<file path="config.mk">
export PLATFORM = sky130hd
export DESIGN_NAME = seven_seg_scanner_flat
export DESIGN_NICKNAME = d
export VERILOG_FILES = /design/src/rtl/seven_seg_pkg.sv /design/src/rtl/seven_seg_scanner_if.sv /design/src/rtl/hex_to_seg7.sv /design/src/rtl/seven_seg_scanner.sv /design/src/flat_wrapper.sv
export SDC_FILE = /design/constraint.sdc
export NUM_CORES = 1
export LEC_CHECK = 0
export ABC_AREA = 1
export CAP_MARGIN = 10
export CORE_ASPECT_RATIO = 1.5
export CORE_MARGIN = 2
export CORE_UTILIZATION = 48
export DETAILED_ROUTE_END_ITERATION = 8
export HOLD_SLACK_MARGIN = 0.1
export PLACE_DENSITY = 0.89
export SETUP_SLACK_MARGIN = 0.4
export SLEW_MARGIN = 0
export SYNTH_ARGS = -nofsm -noshare
export SYNTH_HDL_FRONTEND = slang
export SYNTH_HIERARCHICAL = 1
export SYNTH_SLANG_ARGS = --single-unit
</file>
<file path="constraint.sdc">
create_clock -name clk -period 1.6 [get_ports clk]
set_clock_uncertainty 0.1 [all_clocks]
set_input_delay 0.24 -clock clk [delete_from_list [all_inputs] [get_ports clk]]
set_output_delay 0.24 -clock clk [all_outputs]
set_load 0.02 [all_outputs]
</file>
<file path="src/rtl/seven_seg_pkg.sv">
// Shared constants and helpers for the 7-segment scanner.
package seven_seg_pkg;

    // Active-low segment patterns, bit order {g,f,e,d,c,b,a}.
    localparam logic [6:0] SEG_0   = 7'h40;
    localparam logic [6:0] SEG_1   = 7'h79;
    localparam logic [6:0] SEG_2   = 7'h24;
    localparam logic [6:0] SEG_3   = 7'h30;
    localparam logic [6:0] SEG_4   = 7'h19;
    localparam logic [6:0] SEG_5   = 7'h12;
    localparam logic [6:0] SEG_6   = 7'h02;
    localparam logic [6:0] SEG_7   = 7'h78;
    localparam logic [6:0] SEG_8   = 7'h00;
    localparam logic [6:0] SEG_9   = 7'h10;
    localparam logic [6:0] SEG_A   = 7'h08;
    localparam logic [6:0] SEG_B   = 7'h03;
    localparam logic [6:0] SEG_C   = 7'h46;
    localparam logic [6:0] SEG_D   = 7'h21;
    localparam logic [6:0] SEG_E   = 7'h06;
    localparam logic [6:0] SEG_F   = 7'h0E;
    localparam logic [6:0] SEG_OFF = 7'h7F;

    // Bits needed to hold 0..value-1, never less than 1.
    function automatic int unsigned clog2(input int unsigned value);
        int unsigned width;
        width = 1;
        while ((32'd1 << width) < value) begin
            width = width + 1;
        end
        return width;
    endfunction

endpackage

</file>
<file path="src/rtl/seven_seg_scanner_if.sv">
// Display bus between the time formatter (master) and the scanner (slave).
interface seven_seg_scanner_if #(
    parameter int unsigned NUM_DIGITS = 8,
    parameter int unsigned BRIGHT_W   = 4
);
    localparam int unsigned IDX_W = seven_seg_pkg::clog2(NUM_DIGITS);

    logic                    en;
    logic [4*NUM_DIGITS-1:0] digit_data;
    logic [NUM_DIGITS-1:0]   dp_in;
    logic [NUM_DIGITS-1:0]   blank_mask;
    logic [BRIGHT_W-1:0]     brightness;
    logic [NUM_DIGITS-1:0]   AN;
    logic [6:0]              SEG;
    logic                    DP;
    logic [IDX_W-1:0]        digit_idx;

    modport master (
        output en, digit_data, dp_in, blank_mask, brightness,
        input  AN, SEG, DP, digit_idx
    );

    modport slave (
        input  en, digit_data, dp_in, blank_mask, brightness,
        output AN, SEG, DP, digit_idx
    );

endinterface

</file>
<file path="src/rtl/hex_to_seg7.sv">
// Combinational hex nibble to active-low 7-segment decode.
module hex_to_seg7
    import seven_seg_pkg::*;
(
    input  logic [3:0] nibble,
    output logic [6:0] seg
);

    // Nibble lookup into the shared glyph table.
    always_comb begin
        seg = SEG_OFF;
        case (nibble)
            4'h0: seg = SEG_0;
            4'h1: seg = SEG_1;
            4'h2: seg = SEG_2;
            4'h3: seg = SEG_3;
            4'h4: seg = SEG_4;
            4'h5: seg = SEG_5;
            4'h6: seg = SEG_6;
            4'h7: seg = SEG_7;
            4'h8: seg = SEG_8;
            4'h9: seg = SEG_9;
            4'hA: seg = SEG_A;
            4'hB: seg = SEG_B;
            4'hC: seg = SEG_C;
            4'hD: seg = SEG_D;
            4'hE: seg = SEG_E;
            default: seg = SEG_F;
        endcase
    end

endmodule

</file>
<file path="src/rtl/seven_seg_scanner.sv">
// Time-multiplexed common-anode 7-segment scanner with blanking, decimal
// points, PWM brightness and a one-cycle anti-ghost dead time per slot.
module seven_seg_scanner
    import seven_seg_pkg::*;
#(
    parameter int unsigned NUM_DIGITS = 8,
    parameter int unsigned SCAN_DIV   = 100000,
    parameter int unsigned BRIGHT_W   = 4
) (
    input logic               clk,
    input logic               reset,
    seven_seg_scanner_if.slave bus
);

    localparam int unsigned IDX_W     = clog2(NUM_DIGITS);
    localparam int unsigned CNT_W     = clog2(SCAN_DIV);
    localparam int unsigned PHASES    = 32'd1 << BRIGHT_W;
    localparam int unsigned PHASE_LEN = SCAN_DIV / PHASES;
    localparam int unsigned SUB_W     = clog2(PHASE_LEN);

    localparam logic [CNT_W-1:0] PRE_LAST = CNT_W'(SCAN_DIV - 1);
    localparam logic [SUB_W-1:0] SUB_LAST = SUB_W'(PHASE_LEN - 1);
    localparam logic [IDX_W-1:0] IDX_LAST = IDX_W'(NUM_DIGITS - 1);

    logic [CNT_W-1:0]      pre_q, pre_d;
    logic [SUB_W-1:0]      sub_q, sub_d;
    logic [BRIGHT_W-1:0]   phase_q, phase_d;
    logic [IDX_W-1:0]      idx_q, idx_d;
    logic [3:0]            nib_q;
    logic                  dp_q;
    logic                  blank_q;
    logic [NUM_DIGITS-1:0] an_q, an_d;
    logic [6:0]            seg_q, seg_d;
    logic                  dp_out_q, dp_out_d;
    logic [6:0]            seg_dec;
    logic                  slot_start;
    logic                  lit;

    assign slot_start = (pre_q == '0);

    hex_to_seg7 u_dec (
        .nibble (nib_q),
        .seg    (seg_dec)
    );

    // Prescaler, PWM phase sub-counter and digit index advance.
    // The phase counter wraps with the prescaler since SCAN_DIV is a multiple of PHASES.
    always_comb begin
        pre_d   = pre_q;
        sub_d   = sub_q;
        phase_d = phase_q;
        idx_d   = idx_q;
        if (pre_q == PRE_LAST) begin
            pre_d   = '0;
            sub_d   = '0;
            phase_d = '0;
            idx_d   = (idx_q == IDX_LAST) ? '0 : idx_q + 1'b1;
        end else begin
            pre_d = pre_q + 1'b1;
            if (sub_q == SUB_LAST) begin
                sub_d   = '0;
                phase_d = phase_q + 1'b1;
            end else begin
                sub_d = sub_q + 1'b1;
            end
        end
    end

    // Output gating; slot cycle 0 is dead so the stale snapshot is never shown.
    always_comb begin
        lit      = bus.en && !blank_q && (phase_q < bus.brightness) && !slot_start;
        an_d     = '1;
        seg_d    = SEG_OFF;
        dp_out_d = 1'b1;
        if (lit) begin
            an_d[idx_q] = 1'b0;
            seg_d       = seg_dec;
            dp_out_d    = ~dp_q;
        end
    end

    // Counter state.
    always_ff @(posedge clk or posedge reset) begin
        if (reset) begin
            pre_q   <= '0;
            sub_q   <= '0;
            phase_q <= '0;
            idx_q   <= '0;
        end else begin
            pre_q   <= pre_d;
            sub_q   <= sub_d;
            phase_q <= phase_d;
            idx_q   <= idx_d;
        end
    end

    // Per-slot snapshot so mid-slot input changes cannot tear the display.
    always_ff @(posedge clk or posedge reset) begin
        if (reset) begin
            nib_q   <= '0;
            dp_q    <= 1'b0;
            blank_q <= 1'b0;
        end else if (slot_start) begin
            nib_q   <= bus.digit_data[{idx_q, 2'b00} +: 4];
            dp_q    <= bus.dp_in[idx_q];
            blank_q <= bus.blank_mask[idx_q];
        end
    end

    // Registered pin drivers.
    always_ff @(posedge clk or posedge reset) begin
        if (reset) begin
            an_q     <= '1;
            seg_q    <= SEG_OFF;
            dp_out_q <= 1'b1;
        end else begin
            an_q     <= an_d;
            seg_q    <= seg_d;
            dp_out_q <= dp_out_d;
        end
    end

    assign bus.AN        = an_q;
    assign bus.SEG       = seg_q;
    assign bus.DP        = dp_out_q;
    assign bus.digit_idx = idx_q;

endmodule

</file>
<file path="src/flat_wrapper.sv">
// flat-port wrapper written by rule: the top's interface ports become plain ports
module seven_seg_scanner_flat import seven_seg_pkg::*;
#(
    parameter int unsigned NUM_DIGITS = 8,
    parameter int unsigned SCAN_DIV   = 100000,
    parameter int unsigned BRIGHT_W   = 4
)
  (clk, reset, bus_en, bus_digit_data, bus_dp_in, bus_blank_mask, bus_brightness, bus_AN, bus_SEG, bus_DP, bus_digit_idx);
  seven_seg_scanner_if #(.NUM_DIGITS(NUM_DIGITS), .BRIGHT_W(BRIGHT_W)) bus_i ();
  input logic clk;
  input logic reset;
  input wire logic [$bits(bus_i.en)-1:0] bus_en;
  input wire logic [$bits(bus_i.digit_data)-1:0] bus_digit_data;
  input wire logic [$bits(bus_i.dp_in)-1:0] bus_dp_in;
  input wire logic [$bits(bus_i.blank_mask)-1:0] bus_blank_mask;
  input wire logic [$bits(bus_i.brightness)-1:0] bus_brightness;
  output wire logic [$bits(bus_i.AN)-1:0] bus_AN;
  output wire logic [$bits(bus_i.SEG)-1:0] bus_SEG;
  output wire logic [$bits(bus_i.DP)-1:0] bus_DP;
  output wire logic [$bits(bus_i.digit_idx)-1:0] bus_digit_idx;
  assign bus_i.en = bus_en;
  assign bus_i.digit_data = bus_digit_data;
  assign bus_i.dp_in = bus_dp_in;
  assign bus_i.blank_mask = bus_blank_mask;
  assign bus_i.brightness = bus_brightness;
  assign bus_AN = bus_i.AN;
  assign bus_SEG = bus_i.SEG;
  assign bus_DP = bus_i.DP;
  assign bus_digit_idx = bus_i.digit_idx;
  seven_seg_scanner #(.NUM_DIGITS(NUM_DIGITS), .SCAN_DIV(SCAN_DIV), .BRIGHT_W(BRIGHT_W)) u_core (.clk(clk), .reset(reset), .bus(bus_i));
endmodule
</file>
==> results.sh, run 1 <==
export IMPL_totalWireLength_um=13300
export IMPL_grt_pass1_wl_um=19700
export IMPL_rsz0062_at_grt="yes"
export IMPL_swShare_pct=22.8
export IMPL_p_comb_share_pct=10.2
export IMPL_grtUsageMet2_pct=49.8
export IMPL_die_x_um=78.5
export IMPL_cts_root_buf="clkbuf_16"
export IMPL_async_flop_share_pct=100
export IMPL_ys_ff_latch=59
export IMPL_cts_buffer_depth=2
export IMPL_coreArea_sq_um=8060
export IMPL_holdBufCountCts=0
export IMPL_die_h_um=116
export IMPL_path_class="reg2reg"
export IMPL_grt_busiest_layer="met2"
export IMPL_synth_warnings=6
export IMPL_final_core_util_pct=74.1
export IMPL_critPathArrivalTime_ns=1.67
export IMPL_dp_cells=755
export IMPL_synth_top_family_by_area="simple AND/OR/NAND/NOR gates"
export IMPL_p_int_mw=2.98
export IMPL_grt_overflow=0
export IMPL_synth_enable_flop_cells=0
export IMPL_status="finished clean"
export IMPL_yosysUniqueCellTypes=33
export IMPL_powerDensity_nw_per_um2=646
export IMPL_dieArea_sq_um=9080
export IMPL_cap_violations=0
export IMPL_syn_nets=654
export IMPL_worstPathMaxFanout=5
export IMPL_final_cell_count_no_fill=803
export IMPL_synth_compound_area_share_pct=1.97
export IMPL_slew_viol_final=0
export IMPL_vias=4496
export IMPL_startpoint_type="flop"
export IMPL_setup_viol=0
export IMPL_grt_pass1_vias=4381
export IMPL_numCtsBuffers=9
export IMPL_n_fill_cell=523
export IMPL_grt_max_degree=29
export IMPL_synth_area_mux_share_pct=0
export IMPL_drt_pass1_iterations=5
export IMPL_num_rows=40
export IMPL_clk_pin_slew_ns=0.05
export IMPL_global_route_usage_total_pct=27.4
export IMPL_seq_area_frac_synth_pct=37.5
export IMPL_gr_usage_met3_pct=6.07
export IMPL_mostFrequentLayoutCells="224 x nand2_1, 52 x clkdlybuf4s50_1, 50 x inv_1"
export IMPL_fmax_mhz=642
export IMPL_syn2layout_area_growth_pct=49.6
export IMPL_routed_via_density=5.60
export IMPL_gp_congestion=0.845
export IMPL_syn_inst=582
export IMPL_synth_xor_area_share_pct=2.85
export IMPL_avgSynthCellArea_sq_um=6.86
export IMPL_drtAntennaViolNets=0
export IMPL_power_total_mw=3.86
export IMPL_wire_per_inst_um=16.6
export IMPL_fin_crit_sh_pct=97.3
export IMPL_layout_drive_gt1_share_pct=32.7
export IMPL_antenna_cells=0
export IMPL_end_kind="flop"
export IMPL_synth_fa_ha_area_share_pct=5.33
export IMPL_syn_area_sq_um=3990
export IMPL_route_detailed_drc=0
export IMPL_antenna_found_initial=0
export IMPL_multi_input_area_sq_um=2570
export IMPL_min_path_type="reg2reg"
export IMPL_dp_hpwl_um=7240
export IMPL_hold_viol=0
export IMPL_final_common_cell="nand2_1"
export IMPL_p_leak_nw=2.85
export IMPL_portBuffers=73
export IMPL_grt_use_met1_pct=29.6
export IMPL_ir_drop_v=0.000904
export IMPL_worst_endpoint_required_ns=1.71
export IMPL_nets=765
export IMPL_start_util_pct=49.5
export IMPL_yosys_area_share_simple_pct=43.2
export IMPL_layout_min_cycle_time_ns=1.56
export IMPL_seq_power_share_pct=40.1
export IMPL_max_slew_worst_pin_slew_ns=0.435
export IMPL_max_slew_margin_rel_pct=70.8
export IMPL_cts_tree="done"
export IMPL_cts_max_level=3
export IMPL_cts_sinks=59
export IMPL_pin_count=74
export IMPL_clkPwrFrac_pct=49.6
export IMPL_p_switching_mw=0.880
export IMPL_clock_latency_ns=0.33
export IMPL_final_seq_area_sq_um=1520
export IMPL_yosys_most_used_dff="dfrtp_1"
export IMPL_drt_iter0_drc=387
[stage by stage]
| stage | setup slack, ns | hold WS, ns | TNS, ns | instance area, sq um |
|---|---|---|---|---|
| after floorplan | 0.223 | 0.234 | 0 | 4080 |
| after global placement | -0.130 | 0.318 | -1.93 | 4940 |
| after detailed placement | -0.172 | 0.333 | -2.52 | 4940 |
| after CTS | 0.142 | 0.348 | 0 | 5570 |
| after global routing | -0.00579 | 0.369 | -0.0100 | 5970 |
| final | 0.0429 | 0.372 | 0 | 5970 |
[cell usage after synthesis, types with 2 or more instances]
cell / instances / area share (%)
nor3_1: 10 / 1.3
nand3_2: 2 / 0.50
inv_1: 62 / 5.8
xnor2_1: 4 / 0.88
dfstp_2: 16 / 11
buf_4: 2 / 0.38
o21ai_0: 4 / 0.50
ha_1: 17 / 5.3
nand3_4: 2 / 0.88
nor2_2: 8 / 1.3
nor2_4: 6 / 1.7
nand3_1: 48 / 6.0
buf_2: 10 / 1.3
dfrtp_1: 43 / 27
o21ai_1: 4 / 0.50
inv_2: 4 / 0.38
a21oi_1: 3 / 0.38
nor2_1: 66 / 6.2
nand4_1: 11 / 1.7
nand2_1: 233 / 22
xor2_1: 9 / 2.0
nand2_2: 5 / 0.78
buf_6: 3 / 0.85
[state kept, by name, indices dropped and copies added, names as in the netlist, 3 cells and up]
| signal | cells |
|---|---|
| u_core/phase_q | 4 |
| u_core/bus.digit_idx | 3 |
| u_core/pre_q | 17 |
| u_core/bus.SEG | 7 |
| u_core/bus.AN | 8 |
| u_core/nib_q | 4 |
| u_core/sub_q | 13 |
[per-layer routing]
layer,vias up,share of wire (%)
li1,2021,-
met4,0,5.6
met2,277,53
met1,2113,35
met3,85,6.9
met5,-,0
[power by group through the flow]
stage	Clock [mW]	Combinational, mW	Sequential [mW]
6_report	1.91	0.395	1.55
3_5_place_dp	0	0.356	1.57
2_1_floorplan	0	0.145	1.58
3_3_place_gp	0	0.345	1.57
4_1_cts	1.91	0.363	1.55
5_1_grt	2.00	0.429	1.55
[final timing paths]
kind                       depth (start not counted)                 endpoint  slack [ns]       startpoint
max                                                8  u_core/bus.digit_idx[0]        0.04  u_core/pre_q[0]
min                                                1            u_core/bus.DP        0.37      u_core/dp_q
max reg2reg                                        8  u_core/bus.digit_idx[0]        0.04  u_core/pre_q[0]
min reg2reg                                        1            u_core/bus.DP        0.37      u_core/dp_q
max in group asynchronous                          3         u_core/bus.AN[0]        0.78            reset
min in group asynchronous                          2        u_core/bus.SEG[1]        0.39            reset
[what timing repair did]
| action | in CTS | in global routing |
|---|---|---|
| gates cloned | 2 | 1 |
| pin swaps | 25 | 27 |
| endpoints found under the hold margin | 0 | 0 |
| gates resized for setup | 163 | 68 |
| buffers inserted | 16 | 13 |
| setup endpoints to repair | 77 | 77 |
[cells by family after synthesis]
logic type	count (synthesis)
buffers and inverters	85
and+or+nand+nor	394
DFF	59
AOI/OAI and AO/OA	14
xor gates and xnor gates	13
adders and majority gates	17
[critical path, cell delays in order (launching register included)]
cell and delay [ns]:
dfrtp_2 0.41, ha_4 0.16, nand2_4 0.07, nor2_8 0.17, inv_4 0.07, nor2_4 0.14, nand3_4 0.14, nand2_1 0.11
nand2_1 0.07
[area by class of cell]
type / count / area share [%]
sequential: 59 / 25.4
tap: 105 / 2.20
clock buffer: 11 / 4.07
inverter: 69 / 4.65
clock inverter: 5 / 0.880
multi-input combinational: 440 / 43.1
timing repair buffer: 114 / 19.6
Power figures use the tool's default switching activity.
==> run 2: changes to the inputs <==
--- a/config.mk
+++ b/config.mk
@@ -10,6 +10,7 @@
 export CORE_ASPECT_RATIO = 1.5
 export CORE_MARGIN = 2
 export CORE_UTILIZATION = 48
+export CTS_BUF_LIST = sky130_fd_sc_hd__clkbuf_8 sky130_fd_sc_hd__clkbuf_16
 export DETAILED_ROUTE_END_ITERATION = 8
 export HOLD_SLACK_MARGIN = 0.1
 export PLACE_DENSITY = 0.89
==> results.sh, run 2 (synthesis gave the netlist of run 1 again) <==
export IMPL_route_detailed_drc=0
export IMPL_vias=4471
export IMPL_r2r_cells=8
export IMPL_min_path_type="reg2reg"
export IMPL_grt_pass1_vias=4381
export IMPL_ir_drop_v=0.000903
export IMPL_numCtsBuffers=9
export IMPL_layout_min_cycle_time_ns=1.56
export IMPL_pin_count=74
export IMPL_worst_path_max_delay_cell="dfrtp_2"
export IMPL_cap_violations=0
export IMPL_powerDensity_nw_per_um2=645
export IMPL_crit_top_cell="nand2_1"
export IMPL_p_leak_nw=2.86
export IMPL_dp_hpwl_um=7240
export IMPL_start_util_pct=49.5
export IMPL_drt_pass1_iterations=5
export IMPL_setup_viol=0
export IMPL_gp_congestion=0.845
export IMPL_dp_slack_ns=-0.172
export IMPL_die_h_um=116
export IMPL_cts_tree="done"
export IMPL_coreArea_sq_um=8060
export IMPL_global_route_usage_total_pct=27.4
export IMPL_dieArea_sq_um=9080
export IMPL_final_seq_area_sq_um=1520
export IMPL_cts_max_level=3
export IMPL_worstPathMaxFanout=5
export IMPL_cts_sinks=59
export IMPL_mostFrequentLayoutCells="224 x nand2_1, 52 x clkdlybuf4s50_1, 51 x inv_1"
export IMPL_fmax_mhz=643
export IMPL_n_fill_cell=523
export IMPL_fin_tns_setup_ns=0
export IMPL_drtAntennaViolNets=0
export IMPL_die_x_um=78.5
export IMPL_cts_root_buf="clkbuf_16"
export IMPL_worstReg2RegEnd="u_core/bus.digit_idx[0]"
export IMPL_grt_pass1_wl_um=19700
export IMPL_status="finished clean"
export IMPL_largest_register_ffs=17
export IMPL_antenna_cells=0
export IMPL_path_class="reg2reg"
export IMPL_layout_drive_gt1_share_pct=32.7
export IMPL_layout_setup_ws_ns=0.0448
export IMPL_syn2layout_area_growth_pct=49.6
export IMPL_drt_iter0_drc=403
export IMPL_hold_viol=0
export IMPL_cp_slowest_stage_delay_ns=0.41
export IMPL_end_kind="flop"
export IMPL_wire_per_inst_um=16.6
export IMPL_rsz0062_at_grt="yes"
export IMPL_cp_endpoint="u_core/bus.digit_idx[0]"
export IMPL_nets=765
export IMPL_totalWireLength_um=13300
export IMPL_grt_overflow=0
export IMPL_r2r_start="u_core/pre_q[0]"
export IMPL_clk_pin_slew_ns=0.05
export IMPL_cts_buffer_depth=2
export IMPL_max_slew_worst_pin_slew_ns=0.424
export IMPL_slew_viol_final=0
export IMPL_worst_endpoint_required_ns=1.71
export IMPL_final_common_cell="nand2_1"
export IMPL_cp_startpoint="u_core/pre_q[0]"
export IMPL_critPathArrivalTime_ns=1.67
export IMPL_grt_max_degree=29
export IMPL_multi_input_area_sq_um=2570
export IMPL_regMostFlops="u_core/pre_q"
export IMPL_crit_chain="ha_4 > nand2_4 > nor2_8 > inv_4 > nor2_4 > nand3_4 > nand2_1 > nand2_1"
export IMPL_timing_hold_ws_ns=0.374
export IMPL_startpoint_type="flop"
export IMPL_clock_latency_ns=0.33
export IMPL_max_slew_margin_rel_pct=71.5
export IMPL_antenna_found_initial=0
export IMPL_portBuffers=73
export IMPL_num_rows=40
export IMPL_routed_via_density=5.57
export IMPL_r2r_setup_slack_ns=0.04
export IMPL_fin_crit_sh_pct=97.2
[run 2: timing repair]
| action | 4_1_cts | 5_1_grt |
|---|---|---|
| hold buffers | 0 | 0 |
| resized for setup | 163 | 68 |
| setup buffers | 16 | 13 |
| cloned | 2 | 1 |
| setup endpoints to repair | 77 | 77 |
| pin swaps | 25 | 27 |
[run 2: cell type report]
class                   instances  share of cell area, %
clock buffers                  10                   4.00
clock inverters                 6                  0.943
inverters                      69                   4.65
repair buffers                114                   19.6
well taps                     105                   2.20
flip-flops and latches         59                   25.4
multi-input cells             440                   43.1
[run 2: how the worst min path moves through the flow]
stage	from	end	slack, ns	cells after the start
after global routing	u_core/dp_q	u_core/bus.DP	0.37	1
after detailed placement	u_core/dp_q	u_core/bus.DP	0.33	1
after global placement	u_core/dp_q	u_core/bus.DP	0.32	1
after floorplan	reset	u_core/blank_q	0.23	1
final	u_core/dp_q	u_core/bus.DP	0.37	1
after CTS	u_core/dp_q	u_core/bus.DP	0.35	1
[run 2: per-stage QoR]
step / total power [mW] / instances / area, sq um / utilization, %
after detailed placement: 1.92 / 755 / 4940 / 61.3
after CTS: 3.81 / 789 / 5570 / 69.1
after global placement: 1.91 / 755 / 4940 / 61.3
after global routing: 3.97 / 803 / 5970 / 74.1
after floorplan: 1.72 / 582 / 4080 / -
final: 3.85 / 803 / 5970 / 74.1
[run 2: power breakdown]
part | switching (mW) | internal, mW | total (mW) | leakage [nW]
Sequential | 0.0237 | 1.52 | 1.55 | 0.701
Combinational | 0.180 | 0.215 | 0.395 | 2.01
Clock | 0.676 | 1.23 | 1.91 | 0.149
[run 2: critical path, delay by kind of cell, from the launching register on]
kind          cells  cell delay, ns
flops             1            0.41
buf+inv           1            0.07
fa+ha+maj         1            0.16
simple gates      6            0.70
[run 2: per-layer routing]
| metal | track usage [%] | vias to the layer above | routed length, um |
|---|---|---|---|
| li1 | - | 2021 | - |
| met2 | 49.8 | 260 | 7020 |
| met1 | 29.6 | 2111 | 4720 |
| met5 | 0 | - | 0 |
| met3 | 6.07 | 79 | 867 |
| met4 | 14.3 | 0 | 726 |
